$ cat src/rtl/bus_reader_fifo.sv
// -----------------------------------------------------------------------------
// bus_reader_fifo
//
// Receives words from a bus master over a 4-phase data_valid/data_read
// handshake, buffers them in a DEPTH-entry FIFO and presents them to a
// consumer on a valid/ready interface with first-word fall-through.
// When the FIFO is full the master is held off by withholding data_read.
// A master that drops data_valid while data_read is high is flagged on the
// sticky proto_err output.
//
// Parameters
//   DATA_W       width of bus words, FIFO entries and out_data
//   DEPTH        number of FIFO entries (power of 2, >= 2)
//   HOLD_CYCLES  cycles data_read stays high per transfer (>= 1)
//
// Ports
//   clk         in   rising-edge clock for all state
//   reset_n     in   asynchronous active-low reset
//   data_valid  in   bus master: word on data is valid
//   data        in   bus word
//   data_read   out  acknowledge to the bus master
//   out_valid   out  FIFO non-empty, out_data is valid
//   out_ready   in   consumer takes out_data this cycle
//   out_data    out  head of FIFO, zero when empty
//   count       out  number of entries held
//   full        out  count == DEPTH
//   proto_err   out  sticky handshake violation flag
//   err_clr     in   clears proto_err
// -----------------------------------------------------------------------------
module bus_reader_fifo #(
  parameter int DATA_W      = 8,
  parameter int DEPTH       = 4,
  parameter int HOLD_CYCLES = 2
) (
  input  logic                         clk,
  input  logic                         reset_n,
  input  logic                         data_valid,
  input  logic [DATA_W-1:0]            data,
  output logic                         data_read,
  output logic                         out_valid,
  input  logic                         out_ready,
  output logic [DATA_W-1:0]            out_data,
  output logic [$clog2(DEPTH+1)-1:0]   count,
  output logic                         full,
  output logic                         proto_err,
  input  logic                         err_clr
);

  localparam int PTR_W     = $clog2(DEPTH);
  localparam int CNT_W     = $clog2(DEPTH + 1);
  // ACK occupies HOLD_CYCLES-1 cycles, so its counter runs 0..HOLD_CYCLES-2.
  localparam int HOLD_LAST = (HOLD_CYCLES > 1) ? (HOLD_CYCLES - 2) : 0;
  localparam int HC_W      = (HOLD_CYCLES > 2) ? $clog2(HOLD_CYCLES - 1) : 1;

  typedef enum logic [1:0] {
    WAITING = 2'd0,
    CAPTURE = 2'd1,
    ACK     = 2'd2,
    RELEASE = 2'd3
  } state_t;

  state_t            state;
  state_t            state_nxt;
  logic [HC_W-1:0]   hold_cnt;
  logic [HC_W-1:0]   hold_cnt_nxt;

  logic [PTR_W-1:0]  wr_ptr;
  logic [PTR_W-1:0]  rd_ptr;
  logic [DATA_W-1:0] mem [DEPTH];

  logic              wr_en;
  logic              rd_en;
  logic              err_set;

  // ---------------------------------------------------------------------------
  // Input handshake FSM
  // ---------------------------------------------------------------------------
  always_ff @(posedge clk or negedge reset_n) begin
    if (!reset_n) begin
      state    <= WAITING;
      hold_cnt <= '0;
    end else begin
      state    <= state_nxt;
      hold_cnt <= hold_cnt_nxt;
    end
  end

  always_comb begin
    state_nxt    = state;
    hold_cnt_nxt = hold_cnt;
    case (state)
      WAITING: begin
        // The full check is the only admission gate; with a single writer the
        // count cannot grow between this check and the write in CAPTURE.
        if (data_valid && !full) begin
          state_nxt = CAPTURE;
        end
      end
      CAPTURE: begin
        hold_cnt_nxt = '0;
        state_nxt    = (HOLD_CYCLES > 1) ? ACK : RELEASE;
      end
      ACK: begin
        if (hold_cnt == HC_W'(HOLD_LAST)) begin
          state_nxt = RELEASE;
        end else begin
          hold_cnt_nxt = hold_cnt + 1'b1;
        end
      end
      RELEASE: begin
        if (!data_valid) begin
          state_nxt = WAITING;
        end
      end
      default: begin
        state_nxt = WAITING;
      end
    endcase
  end

  assign data_read = (state == CAPTURE) || (state == ACK);

  // The word is written on the edge that leaves CAPTURE.
  assign wr_en   = (state == CAPTURE);
  assign rd_en   = out_valid && out_ready;
  // The master must hold data_valid for the whole time data_read is high.
  assign err_set = data_read && !data_valid;

  // ---------------------------------------------------------------------------
  // FIFO pointers and occupancy
  // ---------------------------------------------------------------------------
  always_ff @(posedge clk or negedge reset_n) begin
    if (!reset_n) begin
      wr_ptr <= '0;
      rd_ptr <= '0;
      count  <= '0;
    end else begin
      if (wr_en) begin
        wr_ptr <= wr_ptr + 1'b1;
      end
      if (rd_en) begin
        rd_ptr <= rd_ptr + 1'b1;
      end
      case ({wr_en, rd_en})
        2'b10:   count <= count + 1'b1;
        2'b01:   count <= count - 1'b1;
        default: count <= count;
      endcase
    end
  end

  // Storage carries no reset; out_data is masked while the FIFO is empty.
  always_ff @(posedge clk) begin
    if (wr_en) begin
      mem[wr_ptr] <= data;
    end
  end

  assign out_valid = (count != '0);
  assign full      = (count == CNT_W'(DEPTH));
  assign out_data  = out_valid ? mem[rd_ptr] : '0;

  // ---------------------------------------------------------------------------
  // Sticky protocol error; a new violation outranks a clear in the same cycle
  // ---------------------------------------------------------------------------
  always_ff @(posedge clk or negedge reset_n) begin
    if (!reset_n) begin
      proto_err <= 1'b0;
    end else if (err_set) begin
      proto_err <= 1'b1;
    end else if (err_clr) begin
      proto_err <= 1'b0;
    end
  end

endmodule

$ cat config.mk
export PLATFORM = sky130hd
export DESIGN_NAME = bus_reader_fifo
export DESIGN_NICKNAME = d
export VERILOG_FILES = /design/src/rtl/bus_reader_fifo.sv
export SDC_FILE = /design/constraint.sdc
export NUM_CORES = 1
export LEC_CHECK = 0
export CORE_UTILIZATION = 57
export DETAILED_ROUTE_END_ITERATION = 10
export PLACE_DENSITY = 0.82
export SYNTH_ARGS = -nofsm -noshare
export SYNTH_HDL_FRONTEND = slang
export SYNTH_SLANG_ARGS = --single-unit
$ cat constraint.sdc
create_clock -name clk -period 3.6 [get_ports clk]
set_input_delay 0.36 -clock clk [delete_from_list [all_inputs] [get_ports clk]]
set_output_delay 0.36 -clock clk [all_outputs]
set_load 0.03 [all_outputs]
==> summary.json <==
{
  "synth_seq_cells": {"value": 42},
  "die_height": {"value": 58.6, "unit": "µm"},
  "finalClockSkew": {"value": 0.00317, "unit": "ns"},
  "finalInstanceArea": {"value": 2180, "unit": "µm²"},
  "cts_max_level": {"value": 2},
  "place.detailed.instances": {"value": 174},
  "reg2reg_from": {"value": "count[0]$_DFFE_PN0P_"},
  "use_met2": {"value": 0.333},
  "ctsRootBufferMaster": {"value": "clkbuf_4"},
  "placed_cell_area": {"value": 2120, "unit": "µm²"},
  "max-vdd-ir-drop": {"value": 0.391, "unit": "mV"},
  "period_share": {"value": 0.775},
  "cts.clk_slew.worst_paths": {"value": 0.11, "unit": "ns"},
  "synthesis.instances": {"value": 106},
  "start_util": {"value": 0.597},
  "unrepaired_setup_endpoints_after_global_routing": {"value": "no"},
  "synth_seq_area_share": {"value": 0.664},
  "crit_slowest_cell": {"value": "dfrtp_1"},
  "crit_path_max_fo": {"value": 10},
  "grt_max_degree": {"value": 13},
  "critical_path_buf_inv_count": {"value": 1},
  "use_met3": {"value": 0.0484},
  "post_cts_hold_buffer_count": {"value": 0},
  "clk_latency": {"value": 0.33, "unit": "ns"},
  "pin_count": {"value": 28},
  "cts_tree": {"value": "yes"},
  "worstRegToRegCells": {"value": 8},
  "grt_antenna_before_repair": {"value": 0},
  "distinct_cell_type_count_of_the_synthesized_netlist": {"value": 21},
  "pint": {"value": 1.19, "unit": "mW"},
  "synthesis.yosys.warnings": {"value": 0},
  "cts_num_sinks": {"value": 42},
  "final_max_slew_viol_count": {"value": 0},
  "mostFrequentLayoutCell": {"value": "edfxtp_1"},
  "timing.critical_path.from": {"value": "rd_ptr[0]$_DFFE_PN0N_"},
  "cpPeakStageDelay": {"value": 0.73, "unit": "ns"},
  "critPathArrivalTime": {"value": 2.43, "unit": "ns"},
  "die_boundary_width": {"value": 58.6, "unit": "µm"},
  "mostFrequentLayoutCells": {"value": "edfxtp_1 (32), clkdlybuf4s50_1 (27), and2_1 (13)"},
  "total_switching_power": {"value": 746, "unit": "µW"},
  "maxSlewHeadroom": {"value": 0.608},
  "gr-usage-all-layers": {"value": 0.195},
  "final-setup-viol-count": {"value": 0},
  "design.final.nets": {"value": 161},
  "drt_pass1_iterations": {"value": 4},
  "post_cts.resized_instances": {"value": 0},
  "result_of_the_run": {"value": "complete, no violations"},
  "grt.met1_usage": {"value": 0.234},
  "final_core_utilization": {"value": 0.714},
  "core-area": {"value": 3050, "unit": "µm²"},
  "max_freq": {"value": 358, "unit": "MHz"},
  "timing_worst_setup_path_type": {"value": "register to primary output"},
  "hpwl": {"value": 2.01, "unit": "mm"},
  "post-cts-setup-buffer-count": {"value": 0},
  "worst_setup_path_start_kind": {"value": "register"},
  "grt_pass1_wl": {"value": 4.57, "unit": "mm"},
  "crit_path_cell_trace": {"value": "mux4_2 > and2_1 > clkdlybuf4s50_1"},
  "p_clk_frac": {"value": 0.119},
  "worstSetupPathDepth": {"value": 3},
  "route.final.wire_length": {"value": 2.86, "unit": "mm"},
  "netlist_area": {"value": 1820, "unit": "µm²"},
  "remaining_drcs": {"value": 0},
  "timing.max_cap.violations": {"value": 0},
  "final_hold_viol_count": {"value": 0},
  "p_seq_frac": {"value": 0.394},
  "grt_overflow": {"value": 0},
  "gp_congestion": {"value": 0.702},
  "clk_path_buf_depth": {"value": 2},
  "postSynthAreaPerCell": {"value": 17.2, "unit": "µm²"},
  "crit_required": {"value": 3.24, "unit": "ns"},
  "finish.cell_count_without_fillers": {"value": 182},
  "antennaDiodeCount": {"value": 0},
  "final.min_clock_period": {"value": 2.79, "unit": "ns"},
  "hold_class": {"value": "input port to async pin"},
  "ant_nets": {"value": 0},
  "cts_inserted_buffers": {"value": 5},
  "cellLeakagePower": {"value": 0.827, "unit": "nW"},
  "cp-end-kind": {"value": "primary output"},
  "postSynthNetCount": {"value": 130},
  "dieArea": {"value": 3430, "unit": "µm²"},
  "area_growth": {"value": 19.6, "unit": "%"},
  "detailedRoute.firstIterationViolations": {"value": 11},
  "finalSetupTns": {"value": 0, "unit": "ns"},
  "power_density": {"value": 887, "unit": "nW/µm²"},
  "num-fill-cells": {"value": 214},
  "first_global_vias": {"value": 943},
  "layout-drive-gt1-share": {"value": 0.116},
  "via_per_inst": {"value": 5.18},
  "sw_frac_of_total": {"value": 0.386},
  "power.combinational.fraction": {"value": 0.487},
  "critPathCapture": {"value": "out_data[4]"},
  "post_drt_wl_per_cell": {"value": 15.7, "unit": "µm"},
  "reg2reg_slack": {"value": 1.46, "unit": "ns"},
  "timing.critical_path.max_delay_family": {"value": "flip-flops"},
  "worstMarginPinSlew": {"value": 0.588, "unit": "ns"},
  "top_usage_layer": {"value": "met2"},
  "rows": {"value": 20},
  "vias": {"value": 943},
  "worst_r2r_endpoint": {"value": "count[2]$_DFFE_PN0P_"},
  "fin_hold_ws": {"value": 0.319, "unit": "ns"},
  "numPortBuffers": {"value": 27}
}
==> cells in the mapped netlist, drive strengths merged <==
| cell type | n | area [µm²] |
|---|---|---|
| edfxtp | 32 | 961 |
| and2 | 13 | 81.3 |
| dfrtp | 10 | 250 |
| ha | 10 | 125 |
| inv | 10 | 37.5 |
| mux4 | 8 | 180 |
| xor2 | 4 | 35.0 |
| mux2i | 3 | 30.0 |
| buf | 2 | 22.5 |
| nor2 | 2 | 7.51 |
| xnor2 | 2 | 17.5 |
| a21oi | 1 | 5.00 |
| clkbuf | 1 | 5.00 |
| fa | 1 | 20.0 |
| mux2 | 1 | 11.3 |
| nand2 | 1 | 3.75 |
| nand3 | 1 | 5.00 |
| nor3b | 1 | 7.51 |
| o21ai | 1 | 5.00 |
| o22ai | 1 | 6.26 |
| or3 | 1 | 6.26 |
==> power groups by stage <==
stage	sequential [mW]	combinational [mW]	clock [mW]
2_1_floorplan	0.754	0.654	0
3_3_place_gp	0.766	0.918	0
3_5_place_dp	0.777	0.948	0
4_1_cts	0.765	0.950	0.237
5_1_grt	0.780	1.02	0.260
6_report	0.762	0.942	0.230
==> registers in the layout, summed over array words and instances (netlist names) <==
| name | cells |
|---|---|
| mem | 32 |
| count | 3 |
| rd_ptr | 2 |
| state | 2 |
| wr_ptr | 2 |
| proto_err | 1 |
==> worst min path at each step <==
stage,start,endpoint,slack (ns)
floorplan,reset_n,count[0]$_DFFE_PN0P_,0.06
global placement,count[2]$_DFFE_PN0P_,count[2]$_DFFE_PN0P_,0.49
detailed placement,count[2]$_DFFE_PN0P_,count[2]$_DFFE_PN0P_,0.51
CTS,reset_n,count[0]$_DFFE_PN0P_,0.33
global route,reset_n,count[0]$_DFFE_PN0P_,0.33
finish,reset_n,count[0]$_DFFE_PN0P_,0.32
==> metal layers <==
layer / wire length [µm] / part of all wire / vias to the layer above
met3: 89 / 0.031 / 8
met4: 55 / 0.019 / 0
met1: 1260 / 0.44 / 471
li1: - / - / 444
met2: 1450 / 0.51 / 20
met5: 0 / 0 / -
==> per-stage QoR <==
step	worst slack [ns]	total power [mW]
2_1_floorplan	1.62	1.41
3_3_place_gp	1.20	1.68
3_5_place_dp	1.17	1.72
4_1_cts	0.777	1.95
5_1_grt	0.682	2.06
6_report	0.811	1.93
==> final cells by class <==
cell class	instances	area, µm²	share of cell area
inverter	10	37.5	0.0172
multi-input combinational	51	547	0.251
timing repair buffer	27	270	0.124
clock buffer	7	55.1	0.0252
clock inverter	1	5.00	0.00229
sequential	42	1210	0.555
tap	44	55.1	0.0252
==> logic make-up after synthesis <==
kind of cell,count (synthesis),share of synthesized area
AND/OR/NAND/NOR,19,0.0611
flip-flops,42,0.664
buffers and inverters,13,0.0357
multiplexers,12,0.121
adder cells (fa/ha/maj),11,0.0796
AO/OA/AOI/OAI,3,0.00892
XOR/XNOR,6,0.0288
Power figures use the tool's default switching activity.
